==> src/rtl/wb_arbiter_2m.sv <==
// wb_arbiter_2m: two-master Wishbone arbiter with a held grant and a hung-cycle watchdog.
// Define WB_ARB_RR_EN for a round-robin tie-break; without it m0 always wins ties.
module wb_arbiter_2m #(
   parameter int          TIMEOUT = 255,
   parameter logic [31:0] TO_DATA = 32'h0000_0000
) (
   input  logic        clk,
   input  logic        rst,
   input  logic [31:0] m0_addr_i,
   input  logic [31:0] m0_data_i,
   input  logic        m0_we_i,
   input  logic [3:0]  m0_sel_i,
   input  logic        m0_stb_i,
   input  logic        m0_cyc_i,
   output logic [31:0] m0_data_o,
   output logic        m0_ack_o,
   input  logic [31:0] m1_addr_i,
   input  logic [31:0] m1_data_i,
   input  logic        m1_we_i,
   input  logic [3:0]  m1_sel_i,
   input  logic        m1_stb_i,
   input  logic        m1_cyc_i,
   output logic [31:0] m1_data_o,
   output logic        m1_ack_o,
   output logic [31:0] s_addr_o,
   output logic [31:0] s_data_o,
   output logic        s_we_o,
   output logic [3:0]  s_sel_o,
   output logic        s_stb_o,
   output logic        s_cyc_o,
   input  logic [31:0] s_data_i,
   input  logic        s_ack_i,
   output logic [1:0]  grant_o,
   output logic        timeout_o
);
   typedef enum logic [1:0] {IDLE = 2'b00, G0 = 2'b01, G1 = 2'b10} state_t;
   state_t      state_q, state_d;
   logic [15:0] cnt_q, cnt_d;
   logic        to_q, tie_m0, g0, g1, g_stb, g_cyc, to;
   logic [31:0] rsp;
`ifdef WB_ARB_RR_EN
   state_t last_q;
   always_ff @(posedge clk or posedge rst)
      if (rst) last_q <= G1;
      else if (state_d != IDLE) last_q <= state_d;
   assign tie_m0 = (last_q == G1);
`else
   assign tie_m0 = 1'b1;
`endif
   always_comb begin
      state_d = state_q;
      case (state_q)
         G0:      state_d = m0_cyc_i ? G0 : m1_cyc_i ? G1 : IDLE;
         G1:      state_d = m1_cyc_i ? G1 : m0_cyc_i ? G0 : IDLE;
         default: state_d = (m0_cyc_i && (!m1_cyc_i || tie_m0)) ? G0 : m1_cyc_i ? G1 : IDLE;
      endcase
   end
   assign g0    = (state_q == G0);
   assign g1    = (state_q == G1);
   assign g_stb = (g0 & m0_stb_i) | (g1 & m1_stb_i);
   assign g_cyc = (g0 & m0_cyc_i) | (g1 & m1_cyc_i);
   // A forced completion masks the slave strobe so the hung slave sees the cycle end.
   assign to    = g_stb && (cnt_q == 16'(TIMEOUT));
   assign cnt_d = (state_d != state_q || s_ack_i || !g_stb || to) ? 16'd0 : cnt_q + 16'd1;
   always_ff @(posedge clk or posedge rst)
      if (rst) begin
         state_q <= IDLE;
         cnt_q   <= 16'd0;
         to_q    <= 1'b0;
      end else begin
         state_q <= state_d;
         cnt_q   <= cnt_d;
         to_q    <= to;
      end
   assign s_addr_o  = g0 ? m0_addr_i : g1 ? m1_addr_i : 32'd0;
   assign s_data_o  = g0 ? m0_data_i : g1 ? m1_data_i : 32'd0;
   assign s_we_o    = g0 ? m0_we_i : g1 & m1_we_i;
   assign s_sel_o   = g0 ? m0_sel_i : g1 ? m1_sel_i : 4'd0;
   assign s_stb_o   = g_stb & ~to;
   assign s_cyc_o   = g_cyc & ~to;
   assign rsp       = to ? TO_DATA : s_data_i;
   assign m0_ack_o  = g0 & (s_ack_i | to);
   assign m1_ack_o  = g1 & (s_ack_i | to);
   assign m0_data_o = g0 ? rsp : 32'd0;
   assign m1_data_o = g1 ? rsp : 32'd0;
   assign grant_o   = state_q;
   assign timeout_o = to_q;
endmodule

==> config.mk <==
export PLATFORM = sky130hd
export DESIGN_NAME = wb_arbiter_2m
export DESIGN_NICKNAME = d
export VERILOG_FILES = /design/src/rtl/wb_arbiter_2m.sv
export SDC_FILE = /design/constraint.sdc
export NUM_CORES = 1
export LEC_CHECK = 0
export ABC_AREA = 1
export CAP_MARGIN = 0
export CORE_AREA = 2 2 123 125
export DETAILED_ROUTE_END_ITERATION = 8
export DIE_AREA = 0 0 125 127
export GPL_TIMING_DRIVEN = 0
export PLACE_DENSITY = 0.71
export SETUP_SLACK_MARGIN = 0.2
export SKIP_CTS_REPAIR_TIMING = 1
export SYNTH_ARGS = -nofsm -noshare
export SYNTH_HDL_FRONTEND = slang
export SYNTH_SLANG_ARGS = --single-unit
export TNS_END_PERCENT = 30
==> constraint.sdc <==
create_clock -name clk -period 2.6 [get_ports clk]
set_input_delay 0.65 -clock clk [delete_from_list [all_inputs] [get_ports clk]]
set_output_delay 0.65 -clock clk [all_outputs]
set_load 0.1 [all_outputs]
# After elaboration in Yosys (flattened, before gate mapping)
# Index checks and enable logic that the tools add are counted.
[totals] regBits=19 latchBits=0 mem_bits_rw=0 romBits=0 output_inout_bits=140 wordCells=42 memories=0
[op_classes] add_sub_neg=1 multipliers=0 div_mod_pow=0 order_cmp=0 n_eq_ne=4 n_shift=0 muxes=16 n_bitwise=13 reduce_logical=5
[op_table] cell="32-bit two-way mux" n=7
[op_table] cell="16-bit by 1-bit adder with 16-bit output (second input constant)" n=1
[op_table] cell="16-bit by 8-bit equality test with 1-bit output (second input constant)" n=1
[op_table] cell="16-bit two-way mux" n=1
[op_table] cell="1-bit AND" n=9
[op_table] cell="2-bit two-way mux" n=4
[op_table] cell="4-bit two-way mux" n=2
[op_table] cell="1-bit logical OR" n=3
[op_table] cell="1-bit OR" n=3
[op_table] cell="2-bit by 1-bit equality test with 1-bit output (second input constant)" n=1
[op_table] cell="2-bit equality test (second input constant)" n=1
[op_table] cell="1-bit two-way mux" n=2
[op_table] cell="2-bit inequality test" n=1
[op_table] cell="1-bit logical AND" n=1
[op_table] cell="1-bit zero test" n=1
[op_table] cell="1-bit NOT" n=1

# Logic depth before layout (Yosys ltp)
[depth] ltp_word=8 depth_mapped=10 mapped_depth_nobuf=8

# Worst setup path before layout
# No wires, ideal clock.
[synth_timing] path_type="flip-flop to output port" from="register state_q[1] (netlist: grant_o[1])" to="output port m0_data_o[22]" arrival_ps=3725 required_ps=1950 slack_ps=-1775 path_stages_with_launch=9 path_cell_list="dfrtp_1 buf_4 inv_4 nand3_1 nand2_1 nand3_2 inv_2 buf_2 nor3_1"
[synth_between] elab_chain_cells=6
[synth_rtl] element="start, declared" line_no="37" source="state_t state_q, state_d;"
[synth_rtl] element="start signal, assigned" line_no="71" source="state_q <= state_d;"
[synth_rtl] element="2-bit by 1-bit equality test with 1-bit output or 2-bit equality test (tied branches)" line_no="58, 59"
[synth_rtl] element="1-bit AND" line_no="60" source="assign g_stb = (g0 & m0_stb_i) | (g1 & m1_stb_i);"
[synth_rtl] element="1-bit OR *" line_no="60"
[synth_rtl] element="1-bit logical AND *" line_no="63" source="assign to = g_stb && (cnt_q == 16'(TIMEOUT));"
[synth_rtl] element="net to" line_no="39" source="logic to_q, tie_m0, g0, g1, g_stb, g_cyc, to;"
[synth_rtl] element="32-bit two-way mux *" line_no="81" source="assign rsp = to ? TO_DATA : s_data_i;"
[synth_rtl] element="32-bit two-way mux *" line_no="84" source="assign m0_data_o = g0 ? rsp : 32'd0;"
[synth_rtl] element="end, declared" line_no="15" source="output logic [31:0] m0_data_o,"
# The timed path passes the listed nets; every way through them passes the cells marked *.

# Final worst setup path
[layout_timing] from="register cnt_q[0]" to="output port m0_data_o[20]"
[layout_between] elab_chain_cells=4
[layout_rtl] element="start, declared" line_no="38" source="logic [15:0] cnt_q, cnt_d;"
[layout_rtl] element="start signal, assigned" line_no="72" source="cnt_q <= cnt_d;"
[layout_rtl] element="16-bit by 8-bit equality test with 1-bit output" line_no="63"
[layout_rtl] element="1-bit logical AND" line_no="63"
[layout_rtl] element="32-bit two-way mux" line_no="81"
[layout_rtl] element="32-bit two-way mux" line_no="84"
# Every way passes these cells.

==> results <==
==> final cells by class <==
cell class,instances,area (µm²),share of cell area
repair buffers,338,3910,0.485
flip-flops and latches,19,483,0.0599
multi-input cells,376,2690,0.333
well taps,184,230,0.0286
clock buffers,4,78.8,0.00978
plain buffers,45,470,0.0584
inverters,48,205,0.0255
==> path summary, 6_finish.rpt <==
check | endpoint | slack [ps] | cells past startpoint
max in group asynchronous | grant_o[1]$_DFF_PP0_ | 1210 | 2
min | cnt_q[15]$_DFF_PP0_ | 600 | 3
max reg2reg | cnt_q[8]$_DFF_PP0_ | 780 | 11
max | m0_data_o[20] | -90 | 9
min in group asynchronous | cnt_q[9]$_DFF_PP0_ | 830 | 2
min reg2reg | cnt_q[15]$_DFF_PP0_ | 600 | 3
==> cell families after synthesis <==
family,Yosys count
fa+ha+maj,1
buf+inv,93
xor+xnor,11
compound gates,5
flops,19
simple gates,359
==> sequential cells by signal, summed over array words and instances, names as in the netlist <==
| signal | cells |
|---|---|
| cnt_q | 16 |
| grant_o | 2 |
| timeout_o | 1 |
==> report_power, final <==
part	leakage (µW)	switching, µW	internal (µW)
sequential	0.000260	3.53	300
combinational	0.00319	1570	721
clock	0.0000382	107	208
total	0.00349	1680	1230
==> stage by stage <==
stage	hold slack (ps)	total power [µW]	setup slack [ps]
global route	639	3010	-218
global placement	475	2420	-1210
detailed placement	481	2420	-1230
floorplan	454	1780	-284
finish	603	2910	-94.0
CTS	489	2740	-1250
==> per-layer routing <==
| layer | routed length [µm] | part of all wire | global-route usage |
|---|---|---|---|
| met1 | 6540 | 0.38 | 0.220 |
| met2 | 8790 | 0.52 | 0.337 |
| met3 | 1290 | 0.076 | 0.0490 |
| met4 | 394 | 0.023 | 0.0399 |
| met5 | 0 | 0 | 0 |
==> tightest hold or removal path, stage by stage, from the launching register on <==
cell,delay (ps)
sky130_fd_sc_hd__dfrtp_1,370
sky130_fd_sc_hd__nand3_1,90
sky130_fd_sc_hd__nand2_1,70
sky130_fd_sc_hd__nor2_1,40
==> Yosys cell counts <==
cell type / number
sky130_fd_sc_hd__o21ai_0: 1
sky130_fd_sc_hd__xnor2_1: 3
sky130_fd_sc_hd__ha_1: 1
sky130_fd_sc_hd__buf_8: 1
sky130_fd_sc_hd__nand3_1: 146
sky130_fd_sc_hd__a21boi_2: 1
sky130_fd_sc_hd__inv_4: 1
sky130_fd_sc_hd__xor2_1: 8
sky130_fd_sc_hd__buf_2: 5
sky130_fd_sc_hd__buf_6: 3
sky130_fd_sc_hd__buf_12: 5
sky130_fd_sc_hd__nand3_2: 3
sky130_fd_sc_hd__nor3_2: 50
sky130_fd_sc_hd__nor3_1: 15
sky130_fd_sc_hd__nand2_1: 101
sky130_fd_sc_hd__buf_1: 9
sky130_fd_sc_hd__inv_1: 45
sky130_fd_sc_hd__buf_4: 1
sky130_fd_sc_hd__o21bai_1: 1
sky130_fd_sc_hd__nand4_1: 2
sky130_fd_sc_hd__nor3_4: 1
sky130_fd_sc_hd__a21oi_1: 2
sky130_fd_sc_hd__inv_2: 2
sky130_fd_sc_hd__nand3b_1: 1
sky130_fd_sc_hd__clkbuf_1: 21
sky130_fd_sc_hd__nand2_2: 2
sky130_fd_sc_hd__nor2_2: 10
sky130_fd_sc_hd__nor2_1: 28
sky130_fd_sc_hd__dfrtp_1: 19
==> results.rst <==
.. list-table::
   :header-rows: 1

   * - Metric
     - Value
   * - Run status
     - complete, but fails checks
   * - Failing checks
     - setup timing
   * - TritonCTS sink count
     - 19
   * - Max_cap viols
     - 0
   * - Crit path max-delay cell type
     - sky130_fd_sc_hd__dfrtp_1
   * - Area fraction in and, or, nand and nor cells after synthesis
     - 0.638
   * - Post-Synthesis Net Count
     - 666
   * - Worst flop-to-flop path startpoint
     - grant_o[0]$_DFF_PP0_
   * - Netlist cell types
     - 29
   * - WP data arrival
     - 2040 ps
   * - Synth Area in XOR/XNOR
     - 0.0318
   * - Time the worst path needs with I/O delays and setup
     - 2690 ps
   * - TritonCTS buffer count
     - 3
   * - Layout cell share with drive strength beyond 1
     - 0.364
   * - Synth Area in Compound Gates
     - 0.0112
   * - Remaining Overflow, GRT
     - 0
   * - Final critical-path share of the clock period
     - 1.04
   * - Pins Over Slew Limit
     - 0
   * - CP cell instances
     - ha_4, nand3_4, nor3_4, nand3_4, inv_6, buf_12, clkbuf_16, nor3_4, buf_12
   * - Post-route cell area
     - 0.00806 mm²
   * - Netlist area before placement
     - 0.00303 mm²
   * - Placed cells
     - 988
   * - Max incr delay on CP
     - 420 ps
   * - Classification of the worst-slack hold path
     - reg -> reg
   * - Data required time at the worst endpoint
     - 1950 ps
   * - Number of flip-flops and latches in the synthesized netlist
     - 19
   * - Initial DRC Count
     - 204
   * - Nature of the critical path startpoint
     - flip-flop
   * - TNS Setup
     - -4250 ps
   * - Vias
     - 4712
   * - # diodes
     - 0
   * - Total Nets Final
     - 1009
   * - Initial Utilization
     - 0.210
   * - Area share of the largest cell type after synthesis
     - 0.241
   * - Clock buffer depth
     - 2
   * - Type of element capturing the critical path
     - output port
   * - Max VDD drop
     - 0.203 mV
   * - First-pass GRT wire length
     - 24.0 mm
   * - Worst Setup Slack, final
     - -94.0 ps
   * - DRT antenna net count
     - 0
   * - Achievable Freq
     - 371 MHz
   * - Count of input and output buffers
     - 316
   * - Setup repair after global routing missed its margin
     - yes
   * - Final Wtd Congestion
     - 0.837
   * - Highest-count cells in the layout ignoring fill and taps
     - sky130_fd_sc_hd__clkdlybuf4s50_1, sky130_fd_sc_hd__nand3_1, sky130_fd_sc_hd__nand2_1
   * - CTS tree
     - done
   * - H-Tree Depth
     - 1
   * - Largest area contributor in the netlist
     - sky130_fd_sc_hd__nand3_1
   * - Detailed-route DRC error count
     - 0
   * - Top fanout value on the critical path
     - 6
   * - Antenna violations before repair
     - 0
   * - Height of the die
     - 127 µm
   * - Most common library cell in the layout ignoring fill and taps
     - sky130_fd_sc_hd__clkdlybuf4s50_1
   * - Total routing usage reported by global routing
     - 0.185
   * - Router iterations before antenna repair
     - 4
   * - Start point of the critical path
     - cnt_q[0]$_DFF_PP0_
   * - Number of instances in the synthesized netlist
     - 488
   * - Number of endpoints with negative hold slack in the final report
     - 0
   * - Largest family of logic cells by synthesized area
     - simple AND/OR/NAND/NOR gates
   * - IO Count
     - 317
   * - Clock Skews
     - 1.12 ps
   * - Avg Synthesized Cell Area
     - 6.20 µm²
   * - Pin count of the biggest net entering global routing
     - 20
   * - Actual slew at the worst max-slew pin
     - 984 ps
   * - Syn. warnings
     - 0
   * - Sequential fraction of the synthesis area
     - 0.157
   * - Cell Rows
     - 44
   * - Adder-cell share of the synthesized area
     - 0.00413
   * - DPL Wire Length
     - 12.8 mm
   * - Post-DR wirelength/cell
     - 16.8 µm
   * - Clock Latency Late Sink
     - 250 ps
   * - Via count of the first global-routing pass
     - 4385
   * - Number of filler cells placed in the layout
     - 1291
   * - Full die area
     - 0.0159 mm²
   * - Clock-pin slew reported for the worst setup and hold paths after clock tree synthesis
     - 50 ps
   * - Ratio of routed vias to standard cells
     - 4.65
   * - Mux share of post-synthesis cell area
     - 0
   * - Kind of cell adding the most delay to the critical path
     - buffers and inverters
   * - Source of the worst hold timing path
     - cnt_q[15]$_DFF_PP0_
   * - CP Class
     - reg -> out
   * - Tightest slew margin relative to the limit
     - 0.342
   * - Routed wire length
     - 17.0 mm
   * - Area inside the core boundary
     - 0.0144 mm²
   * - Standby leakage power
     - 0.00349 µW
   * - Final-report setup violation count
     - 65
   * - Area Growth Syn to Fin
     - 166%
   * - Clock tree root buffer cell
     - sky130_fd_sc_hd__clkbuf_16
   * - Cell Pwr Density
     - 361 mW/mm²
   * - Final Core Density
     - 0.559
   * - Width of the die
     - 125 µm
   * - Largest cells by area after synthesis
     - sky130_fd_sc_hd__nand3_1, sky130_fd_sc_hd__nor3_2, sky130_fd_sc_hd__dfrtp_1, sky130_fd_sc_hd__nand2_1, sky130_fd_sc_hd__inv_1
   * - Area of placed instances
     - 0.00698 mm²
   * - Total buffers and inverters traversed by the critical path
     - 4
   * - Final standard cell count with taps included and fillers excluded
     - 1014
Power figures use the tool's default switching activity.
